--- src/rtl/axil_cmd_master.sv ---
// axil_cmd_master: turns a simple command stream into single AXI4-Lite
// read/write transactions and returns each completion on a response stream.
// One transaction in flight; sticky watchdog flag and a completion counter.
module axil_cmd_master #(
  parameter int C_M_AXI_ADDR_WIDTH = 40,
  parameter int C_M_AXI_DATA_WIDTH = 32,
  parameter int TIMEOUT_CYCLES     = 1024
) (
  input  logic                            M_AXI_ACLK,
  input  logic                            M_AXI_ARESETN,
  // command stream
  input  logic                            cmd_valid,
  output logic                            cmd_ready,
  input  logic                            cmd_write,
  input  logic [C_M_AXI_ADDR_WIDTH-1:0]   cmd_addr,
  input  logic [C_M_AXI_DATA_WIDTH-1:0]   cmd_wdata,
  input  logic [C_M_AXI_DATA_WIDTH/8-1:0] cmd_wstrb,
  // response stream
  output logic                            rsp_valid,
  input  logic                            rsp_ready,
  output logic                            rsp_write,
  output logic [C_M_AXI_DATA_WIDTH-1:0]   rsp_rdata,
  output logic [1:0]                      rsp_resp,
  // status
  output logic                            timeout,
  output logic [31:0]                     txn_count,
  // AXI4-Lite write address / data / response
  output logic [C_M_AXI_ADDR_WIDTH-1:0]   M_AXI_AWADDR,
  output logic [2:0]                      M_AXI_AWPROT,
  output logic                            M_AXI_AWVALID,
  input  logic                            M_AXI_AWREADY,
  output logic [C_M_AXI_DATA_WIDTH-1:0]   M_AXI_WDATA,
  output logic [C_M_AXI_DATA_WIDTH/8-1:0] M_AXI_WSTRB,
  output logic                            M_AXI_WVALID,
  input  logic                            M_AXI_WREADY,
  input  logic [1:0]                      M_AXI_BRESP,
  input  logic                            M_AXI_BVALID,
  output logic                            M_AXI_BREADY,
  // AXI4-Lite read address / data
  output logic [C_M_AXI_ADDR_WIDTH-1:0]   M_AXI_ARADDR,
  output logic [2:0]                      M_AXI_ARPROT,
  output logic                            M_AXI_ARVALID,
  input  logic                            M_AXI_ARREADY,
  input  logic [C_M_AXI_DATA_WIDTH-1:0]   M_AXI_RDATA,
  input  logic [1:0]                      M_AXI_RRESP,
  input  logic                            M_AXI_RVALID,
  output logic                            M_AXI_RREADY
);

  localparam int          LP_DW      = C_M_AXI_DATA_WIDTH;
  localparam int          LP_SW      = C_M_AXI_DATA_WIDTH / 8;
  localparam logic [31:0] LP_TIMEOUT = 32'(TIMEOUT_CYCLES);
  localparam bit          LP_WD_EN   = (TIMEOUT_CYCLES != 0);

  typedef enum logic [2:0] {
    S_IDLE, S_WR, S_WR_B, S_RD_A, S_RD_D, S_RSP
  } state_t;

  state_t                          r_state;
  logic [C_M_AXI_ADDR_WIDTH-1:0]   r_awaddr;
  logic [C_M_AXI_ADDR_WIDTH-1:0]   r_araddr;
  logic [LP_DW-1:0]                r_wdata;
  logic [LP_SW-1:0]                r_wstrb;
  logic                            r_awvalid;
  logic                            r_wvalid;
  logic                            r_bready;
  logic                            r_arvalid;
  logic                            r_rready;
  logic                            r_rsp_valid;
  logic                            r_rsp_write;
  logic [LP_DW-1:0]                r_rsp_rdata;
  logic [1:0]                      r_rsp_resp;
  logic [31:0]                     r_txn_count;
  logic [31:0]                     r_wd_cnt;
  logic                            r_timeout;

  logic                            w_wr_done;
  logic                            w_leave;
  logic                            w_in_wait;
  logic                            w_wd_stay;
  logic                            w_wd_enter;
  logic [31:0]                     w_wd_inc;
  logic [31:0]                     w_wd_next;

  // A write channel counts as finished once its valid has dropped or is being accepted now.
  assign w_wr_done = (~r_awvalid | M_AXI_AWREADY) & (~r_wvalid | M_AXI_WREADY);

  // Exit condition of the current bus-wait state; early B/R beats are ignored because the ready is low.
  always_comb begin
    w_leave = 1'b0;
    case (r_state)
      S_WR:    w_leave = w_wr_done;
      S_WR_B:  w_leave = M_AXI_BVALID & r_bready;
      S_RD_A:  w_leave = M_AXI_ARREADY & r_arvalid;
      S_RD_D:  w_leave = M_AXI_RVALID & r_rready;
      default: w_leave = 1'b0;
    endcase
  end

  assign w_in_wait  = (r_state == S_WR) | (r_state == S_WR_B) |
                      (r_state == S_RD_A) | (r_state == S_RD_D);
  assign w_wd_stay  = w_in_wait & ~w_leave;
  assign w_wd_enter = ((r_state == S_IDLE) & cmd_valid) |
                      (((r_state == S_WR) | (r_state == S_RD_A)) & w_leave);
  assign w_wd_inc   = (&r_wd_cnt) ? r_wd_cnt : r_wd_cnt + 32'd1;
  // Counter holds the 1-based cycle index inside a wait state, 0 elsewhere, so timeout
  // rises in the same cycle the count reaches the limit.
  assign w_wd_next  = w_wd_stay ? w_wd_inc : (w_wd_enter ? 32'd1 : 32'd0);

  // Watchdog: restart on every state entry, flag sticks once the limit is reached.
  always_ff @(posedge M_AXI_ACLK or negedge M_AXI_ARESETN) begin
    if (!M_AXI_ARESETN) begin
      r_wd_cnt  <= 32'd0;
      r_timeout <= 1'b0;
    end else begin
      r_wd_cnt <= w_wd_next;
      if (LP_WD_EN && (w_wd_next == LP_TIMEOUT))
        r_timeout <= 1'b1;
    end
  end

  // Transaction FSM with all bus and response outputs registered.
  always_ff @(posedge M_AXI_ACLK or negedge M_AXI_ARESETN) begin
    if (!M_AXI_ARESETN) begin
      r_state     <= S_IDLE;
      r_awaddr    <= '0;
      r_araddr    <= '0;
      r_wdata     <= '0;
      r_wstrb     <= '0;
      r_awvalid   <= 1'b0;
      r_wvalid    <= 1'b0;
      r_bready    <= 1'b0;
      r_arvalid   <= 1'b0;
      r_rready    <= 1'b0;
      r_rsp_valid <= 1'b0;
      r_rsp_write <= 1'b0;
      r_rsp_rdata <= '0;
      r_rsp_resp  <= 2'b00;
      r_txn_count <= 32'd0;
    end else begin
      case (r_state)
        S_IDLE: begin
          if (cmd_valid) begin
            if (cmd_write) begin
              r_awaddr  <= cmd_addr;
              r_wdata   <= cmd_wdata;
              r_wstrb   <= cmd_wstrb;
              r_awvalid <= 1'b1;
              r_wvalid  <= 1'b1;
              r_state   <= S_WR;
            end else begin
              r_araddr  <= cmd_addr;
              r_arvalid <= 1'b1;
              r_state   <= S_RD_A;
            end
          end
        end
        S_WR: begin
          if (r_awvalid && M_AXI_AWREADY) r_awvalid <= 1'b0;
          if (r_wvalid && M_AXI_WREADY)   r_wvalid  <= 1'b0;
          if (w_leave) begin
            r_bready <= 1'b1;
            r_state  <= S_WR_B;
          end
        end
        S_WR_B: begin
          if (w_leave) begin
            r_bready    <= 1'b0;
            r_rsp_resp  <= M_AXI_BRESP;
            r_rsp_write <= 1'b1;
            r_rsp_rdata <= '0;
            r_rsp_valid <= 1'b1;
            r_state     <= S_RSP;
          end
        end
        S_RD_A: begin
          if (w_leave) begin
            r_arvalid <= 1'b0;
            r_rready  <= 1'b1;
            r_state   <= S_RD_D;
          end
        end
        S_RD_D: begin
          if (w_leave) begin
            r_rready    <= 1'b0;
            r_rsp_rdata <= M_AXI_RDATA;
            r_rsp_resp  <= M_AXI_RRESP;
            r_rsp_write <= 1'b0;
            r_rsp_valid <= 1'b1;
            r_state     <= S_RSP;
          end
        end
        S_RSP: begin
          if (rsp_ready) begin
            r_rsp_valid <= 1'b0;
            r_txn_count <= r_txn_count + 32'd1;
            r_state     <= S_IDLE;
          end
        end
        default: r_state <= S_IDLE;
      endcase
    end
  end

  // cmd_ready is gated by the reset pin so it reads 0 while reset is held.
  assign cmd_ready     = (r_state == S_IDLE) & M_AXI_ARESETN;
  assign rsp_valid     = r_rsp_valid;
  assign rsp_write     = r_rsp_write;
  assign rsp_rdata     = r_rsp_rdata;
  assign rsp_resp      = r_rsp_resp;
  assign timeout       = r_timeout;
  assign txn_count     = r_txn_count;
  assign M_AXI_AWADDR  = r_awaddr;
  assign M_AXI_AWPROT  = 3'b000;
  assign M_AXI_AWVALID = r_awvalid;
  assign M_AXI_WDATA   = r_wdata;
  assign M_AXI_WSTRB   = r_wstrb;
  assign M_AXI_WVALID  = r_wvalid;
  assign M_AXI_BREADY  = r_bready;
  assign M_AXI_ARADDR  = r_araddr;
  assign M_AXI_ARPROT  = 3'b000;
  assign M_AXI_ARVALID = r_arvalid;
  assign M_AXI_RREADY  = r_rready;

endmodule

--- config.mk ---
export PLATFORM = sky130hd
export DESIGN_NAME = axil_cmd_master
export DESIGN_NICKNAME = d
export VERILOG_FILES = /design/src/rtl/axil_cmd_master.sv
export SDC_FILE = /design/constraint.sdc
export NUM_CORES = 1
export LEC_CHECK = 0
export CAP_MARGIN = 10
export CORE_MARGIN = 1.5
export CORE_UTILIZATION = 50
export CTS_BUF_LIST = sky130_fd_sc_hd__clkbuf_4
export CTS_CLUSTER_SIZE = 30
export DETAILED_ROUTE_END_ITERATION = 6
export PLACE_DENSITY_LB_ADDON = 0.3
export SLEW_MARGIN = 15
export SYNTH_ARGS = -nofsm -noshare
export SYNTH_HDL_FRONTEND = slang
export SYNTH_SLANG_ARGS = --single-unit
--- constraint.sdc ---
create_clock -name M_AXI_ACLK -period 7.5 [get_ports M_AXI_ACLK]
set_input_delay 2.25 -clock M_AXI_ACLK [delete_from_list [all_inputs] [get_ports M_AXI_ACLK]]
set_output_delay 2.25 -clock M_AXI_ACLK [all_outputs]
set_load 0.005 [all_outputs]
* Yosys cells after proc, flatten, opt, wreduce, memory -nomap -nowiden
Cells that the tools add are included.
Cells by class: mux-type cells 33, bitwise operators 19, eq/ne operators 17, reductions and logical operators 22, $add $sub $neg 2
Operator list (count):
- 2-to-1 mux 32 bit | 4
- adder 32 x 1 -> 32 bit, second input constant | 2
- case mux 32 bit (2 select lines) | 1
- equality test 32 x 11 -> 1 bit, second input constant | 1
- AND reduction 32 bit | 1
- AND reduction 3 bit | 6
- != test 2 bit, second input constant | 8
- 2-to-1 mux 3 bit | 5
- case mux 3 bit (5 select lines) | 1
- case mux 1 bit (2 select lines) | 7
- AND reduction 4 bit | 3
- nonzero test 2 bit | 6
- 2-to-1 mux 1 bit | 10
- bitwise AND 1 bit | 8
- bitwise OR 1 bit | 7
- equality test 3 x 2 -> 1 bit, second input constant | 2
- equality test 3 bit, second input constant | 2
- 2-to-1 mux 2 bit | 3
- != test 2 x 1 -> 1 bit, second input constant | 3
- AND reduction 5 bit | 1
- inverter 1 bit | 4
- case mux 1 bit (4 select lines) | 1
- case mux 2 bit (2 select lines) | 1
- equality test 3 x 1 -> 1 bit, second input constant | 1
- other kinds (4) | 5
Word-level totals: register bits after elaboration 225, input port bits 122, word-level logic and storage cells 110

* Longest topological paths before layout
Gate-level depths: netlist of the first run.
depth after elaboration 9, depth in mapped cells 11, gate-level depth less buffers 9

* Least setup slack after synthesis of the first run
OpenSTA, ideal clock, no wires.
path kind input to output, from in M_AXI_ARESETN, to out cmd_ready, path buffers 0, required time 5.250 ns, setup slack 2.875 ns, data arrival time 2.375 ns, stages 1, cells stage by stage and2_1
On the way: word-level cells in the longest chain between the ends 1
Ends and longest elaborated chain:
- start, declared | line 10 | input logic M_AXI_ARESETN,
- bitwise AND 1 bit | line 206 | assign cmd_ready = (r_state == S_IDLE) & M_AXI_ARESETN;
- end, declared | line 13 | output logic cmd_ready,
Every way passes these cells.

* Worst setup path after layout of the first run
Ends and elaborated chain as after synthesis.

==> flow_summary.toml, run 1 <==
[routing]
m1WireLength_um = 9920
wirelength_um = 25700
antenna_left = 0
vias_per_cell = 5.26
wl_per_cell_um = 19.1
vias = 7071
top_layer = "met5"
dr.first_iter.drc_count = 351
detailroute.wirelength.met3_um = 2150
drcViolationCount = 3
wl_met2_um = 12700
drt_first_pass_iters = 6

[clock_network]
clockRootBuffer = "clkbuf_4"
clk-insertion-delay-late_ns = 0.68
cts_sinks = 225
htreeDepth = 2
path_clk_slew_ns = 0.06
cts_setup_buffers = 0
numCtsBuffers = 57
hold_buffers = 0
ctsResizeCount = 0
clockBufferDepth = 3
cts_tree = "yes"

[timing]
hold_viol = 0
setup_ws_ns = 1.94
period_share_pct = 74.2
rsz0062_at_grt = "false"
fin_crit_ns = 5.56
tightest_slew_ns = 0.902
clock_skew_ns = 0.0618
tns_ns = 0
slew_violations = 0
setup_viol = 0
fmax_ghz = 0.180
slew_headroom_pct = 39.8

[global_routing]
antenna_found_initial = 1
grt_pass1_vias = 7642
grt_pass1_wl_um = 40700
overflow = 0
grt_start_max_net_pins = 171
grt_usage_pct = 26.5

[yosys]
synth-seq-cells = 225
synth-edff-count = 0
ys_types = 52
synthAdderAreaFrac_pct = 0.267
async_reset_ff_share_pct = 100
synth-seq-area-share_pct = 60.1
yosysWarnings = 0
syn_area_per_cell_um2 = 12.8
netlist.area_leader.share_pct = 60.1
synth_area_leaders = "dfrtp_1, mux2_2, xnor2_1, a22o_1, xor2_1"
synth-compound-area-share_pct = 6.56
synth_xor_area_share_pct = 5.43
synth_top_area_cell = "dfrtp_1"
syn_area_mm2 = 0.00936
syn_inst = 732
synthMuxAreaShare_pct = 14.7
yosys.area_share.simple_pct = 10.6
synth_top_family_by_area = "multiplexers"
dominantRegCellSynth = "dfrtp_1"

[pwr]
p_seq_share_pct = 51.9
pwr-share-comb_pct = 4.0
peakVddDrop_uv = 163
clockPowerShare_pct = 44.1
intPower_mw = 1.81
powerDensity_mw_per_mm2 = 174
power_switching_mw = 0.526
p_leak_nw = 6.21
p_sw_share_pct = 22.5

[critical_path]
reg2reg_slack_ns = 4.11
reg2reg_depth = 9
critPathKind = "input port to primary output"
startpoint_type = "input port"
rr_startpoint = "r_state[0]"
arrival_ns = 3.31
cp.required_ns = 5.25
path_max_fanout = 57
end_kind = "primary output"
reg2reg_to = "timeout"

[cells_and_area]
area_growth_syn_to_layout_pct = 43.4
layout.nets = 1200
nFillCells = 1201
final_layout_size_suffix_gt1_share_pct = 20.4

[floorplan]
initial_core_util_pct = 51.6
core_mm2 = 0.0181
num_rows = 49
dieArea_mm2 = 0.0196
die_w_um = 140
io_pins = 319
die_h_um = 140

[placed_design]
io_buffers = 312
gp_congestion = 0.855
place_ws_ns = 1.90
place_hpwl_um = 18100

[min_path]
hp-start = "txn_count[31]"
min_to = "txn_count[31]"
holdCritPathClass = "flop to flop"
whs_path_depth = 1

[run_status]
status = "complete, but fails checks"
violations = "DRC"

[run]
maxCapViolCount = 0
[stage by stage]
| step | util, % | instances | instance area, um2 | power (mW) | hold WS [ns] |
|---|---|---|---|---|---|
| 4_1_cts | 74.0 | 1343 | 13400 | 2.37 | 0.481 |
| 2_1_floorplan | - | 737 | 9380 | 1.24 | 0.456 |
| 3_5_place_dp | 70.0 | 1246 | 12700 | 1.33 | 0.460 |
| 3_3_place_gp | 70.0 | 1246 | 12700 | 1.33 | 0.464 |
| 5_1_grt | 74.0 | 1344 | 13400 | 2.44 | 0.492 |
| 6_report | 74.0 | 1344 | 13400 | 2.34 | 0.479 |
[routing by layer]
metal | track usage, % | vias to the layer above
li1 | - | 3301
met1 | 30.9 | 3468
met2 | 44.0 | 240
met3 | 9.98 | 60
met4 | 10.9 | 2
met5 | 1.50 | -
[final cells by class]
cell class / count / area (um2) / area share, %
clock inverter: 13 / 80.1 / 0.597
clock buffer: 84 / 631 / 4.70
multi-input combinational: 465 / 3570 / 26.6
antenna: 1 / 2.50 / 0.0186
timing repair buffer: 318 / 3190 / 23.7
tap: 229 / 287 / 2.13
sequential: 225 / 5630 / 41.9
inverter: 9 / 33.8 / 0.252
[sequential cells by signal, indices dropped and copies added (netlist names)]
register       count
M_AXI_ARADDR      40
M_AXI_ARVALID      1
M_AXI_AWADDR      40
M_AXI_AWVALID      1
M_AXI_BREADY       1
M_AXI_RREADY       1
M_AXI_WDATA       32
M_AXI_WSTRB        4
M_AXI_WVALID       1
r_state            3
r_wd_cnt          32
rsp_rdata         32
rsp_resp           2
rsp_valid          1
rsp_write          1
timeout            1
txn_count         32
[Yosys cell counts (5+ instances only)]
| cell | number |
|---|---|
| a211oi_1 | 5 |
| a21oi_1 | 12 |
| a22o_1 | 32 |
| and3_1 | 13 |
| buf_1 | 9 |
| buf_2 | 5 |
| buf_4 | 6 |
| clkbuf_1 | 18 |
| dfrtp_1 | 225 |
| inv_1 | 9 |
| mux2_2 | 119 |
| nand2_1 | 43 |
| nand3_1 | 26 |
| nand4_1 | 11 |
| nor2_1 | 52 |
| nor3_1 | 14 |
| nor4_1 | 5 |
| o21ai_0 | 10 |
| or3_1 | 6 |
| xnor2_1 | 34 |
| xor2_1 | 24 |
[layout by cell type, fill, tap and decap left out, types with 12 or more instances in the layout]
| cell type | Yosys | routed |
|---|---|---|
| xor2_1 | 24 | 24 |
| and3_1 | 13 | 13 |
| mux2_2 | 119 | 119 |
| dfrtp_1 | 225 | 225 |
| nor3_1 | 14 | 14 |
| xnor2_1 | 34 | 34 |
| nand3_1 | 26 | 25 |
| a21oi_1 | 12 | 12 |
| a22o_1 | 32 | 32 |
| clkdlybuf4s50_1 | 0 | 311 |
| clkbuf_4 | 0 | 84 |
| nand2_1 | 43 | 43 |
| nor2_1 | 52 | 50 |
[worst max path at each step]
stage	slack [ns]	from	cells after the start	to
after global placement	1.92	M_AXI_ARESETN	3	cmd_ready
after CTS	1.90	M_AXI_ARESETN	3	cmd_ready
after global routing	1.85	M_AXI_ARESETN	3	cmd_ready
after floorplan	2.88	M_AXI_ARESETN	1	cmd_ready
after detailed placement	1.90	M_AXI_ARESETN	3	cmd_ready
final	1.94	M_AXI_ARESETN	3	cmd_ready
[worst max-delay path, cell delays in order]
cell and delay, ns:
buf_8 0.35, and2_1 0.19, clkdlybuf4s50_1 0.49
[logic make-up after synthesis]
kind of cell	after synthesis
compound gates	79
xor+xnor	58
fa+ha+maj	2
buf+inv	47
flops	225
mux	123
other cells	1
simple gates	197
[power by group through the flow]
stage                     clock network, mW  registers, mW  logic (mW)
after floorplan                           0           1.24     0.00445
after global placement                    0           1.24      0.0934
after detailed placement                  0           1.24      0.0949
after CTS                              1.07           1.21      0.0954
after global routing                   1.12           1.21       0.103
final                                  1.03           1.21      0.0935
Power figures use the tool's default switching activity.
==> inputs of run 2 (changes only) <==
- CORE_UTILIZATION: 50 -> 47
- clock period: 7.5 -> 5.65 ns (I/O delays scaled with it)
==> run 2 against run 1 <==
  * The run now ends clean
  * Sequential share of layout area decreased by 0.20 points
  * Power increased by 33%
  * Clock skew decreased by 0.027 ns
  * Clock-buffer cell count increased by 1
  * Critical path depth unchanged
  * Combinational power increased by 34%
  * First-iteration DRC count increased by 0.85%
  * Worst setup slack got worse by 0.65 ns
  * Cell area increased by 0.48%
  * Wire length decreased by 2.1%
  * Utilization decreased by 4.9 points
  * Die area increased by 6.2%
  * Highest routed layer is now met4
==> flow_summary.toml, run 2 (synthesized netlist as in run 1, its figures left out) <==
[routing]
dr.first_iter.drc_count = 354
drt_first_pass_iters = 4
wl_met2_um = 12300
wirelength_um = 25200
drcViolationCount = 0
wl_per_cell_um = 18.2
vias_per_cell = 5.15
antenna_left = 0
detailroute.wirelength.met3_um = 2430
vias = 7127
top_layer = "met4"
m1WireLength_um = 9570

[global_routing]
antenna_found_initial = 2
grt_start_max_net_pins = 83
grt_pass1_vias = 7544
grt_pass1_wl_um = 39400
grt_usage_pct = 24.5
overflow = 0

[cells_and_area]
final_common_cell = "clkdlybuf4s50_1"
layout_common_cells = "clkdlybuf4s50_1, dfrtp_1, mux2_2, clkbuf_4, nor2_1"
final_layout_size_suffix_gt1_share_pct = 20.6
layout.nets = 1203
area_growth_syn_to_layout_pct = 44.1
stdcell_area_mm2 = 0.0135

[critical_path]
cp.required_ns = 3.95
arrival_ns = 2.67
end_kind = "primary output"
startpoint_type = "input port"
reg2reg_depth = 9
path_max_fanout = 41
critPathKind = "input port to primary output"
reg2reg_slack_ns = 2.30

[floorplan]
initial_core_util_pct = 47.9
core_mm2 = 0.0195
die_w_um = 144
io_pins = 319
die_h_um = 144
dieArea_mm2 = 0.0208
num_rows = 51

[clock_network]
numCtsBuffers = 57
htreeDepth = 2
cts_tree = "yes"
path_clk_slew_ns = 0.06
clockBufferDepth = 3
cts_setup_buffers = 0
hold_buffers = 0
clockRootBuffer = "clkbuf_4"
clk-insertion-delay-late_ns = 0.66
cts_sinks = 225
ctsResizeCount = 0

[run_status]
status = "complete, no violations"

[timing]
setup_viol = 0
fin_crit_ns = 4.37
period_share_pct = 77.3
rsz0062_at_grt = "false"
slew_headroom_pct = 31.1
fmax_ghz = 0.229
hold_viol = 0
tightest_slew_ns = 1.03
clock_skew_ns = 0.0349
slew_violations = 0
tns_ns = 0

[placed_design]
dpl-instance-area_mm2 = 0.0128
gp_congestion = 0.820
io_buffers = 312
place_hpwl_um = 18100

[run]
maxCapViolCount = 0

[pwr]
peakVddDrop_uv = 171
p_leak_nw = 6.23
powerDensity_mw_per_mm2 = 230

[min_path]
whs_path_depth = 1
holdCritPathClass = "flop to flop"
## run 2: cell count changes in the layout (fill, tap and decap cells not counted), sizes merged
cell    before  now
diode        1    2
buf          7   10
clkbuf      84   85
## run 2: worst paths after layout
check	startpoint	endpoint
worst max-delay path	M_AXI_ARESETN	cmd_ready
worst min-delay path	txn_count[31]	txn_count[31]
worst max register to register	r_wd_cnt[0]	timeout
worst min register to register	txn_count[31]	txn_count[31]
max in group asynchronous	M_AXI_ARESETN	M_AXI_WDATA[22]
min in group asynchronous	M_AXI_ARESETN	rsp_rdata[11]
## run 2: metal layers
| metal | global-route usage (%) | up-vias |
|---|---|---|
| met5 | 0 | - |
| met4 | 9.89 | 0 |
| met3 | 10.8 | 58 |
| met2 | 39.9 | 250 |
| met1 | 28.3 | 3506 |
| li1 | - | 3313 |
## run 2: metrics by stage
step / utilization, % / hold WS (ns) / power (mW) / std cells / setup slack, ns
floorplan: - / 0.456 / 1.65 / 737 / 1.83
global placement: 65.4 / 0.462 / 1.77 / 1285 / 1.27
detailed placement: 65.4 / 0.456 / 1.77 / 1285 / 1.12
CTS: 69.1 / 0.474 / 3.15 / 1383 / 1.26
global route: 69.1 / 0.501 / 3.24 / 1385 / 1.18
finish: 69.1 / 0.474 / 3.11 / 1385 / 1.28
## run 2: report_power, final
part / leakage, nW / internal [mW] / switching [mW]
Clock: 0.423 / 0.726 / 0.646
Combinational: 2.69 / 0.0760 / 0.0487
Sequential: 3.11 / 1.61 / 0
## run 2: layout make-up
| cell class | instances | area, um2 |
|---|---|---|
| well taps | 265 | 332 |
| clock inverters | 13 | 78.8 |
| inverters | 9 | 33.8 |
| multi-input cells | 465 | 3570 |
| clock buffers | 85 | 638 |
| fillers | 1476 | 6040 |
| diodes | 2 | 5.00 |
| flip-flops and latches | 225 | 5630 |
| repair buffers | 321 | 3200 |
## run 2: worst max-delay path: stages
cell	delay, ns
buf_8	0.27
and2_1	0.18
clkdlybuf4s50_1	0.50
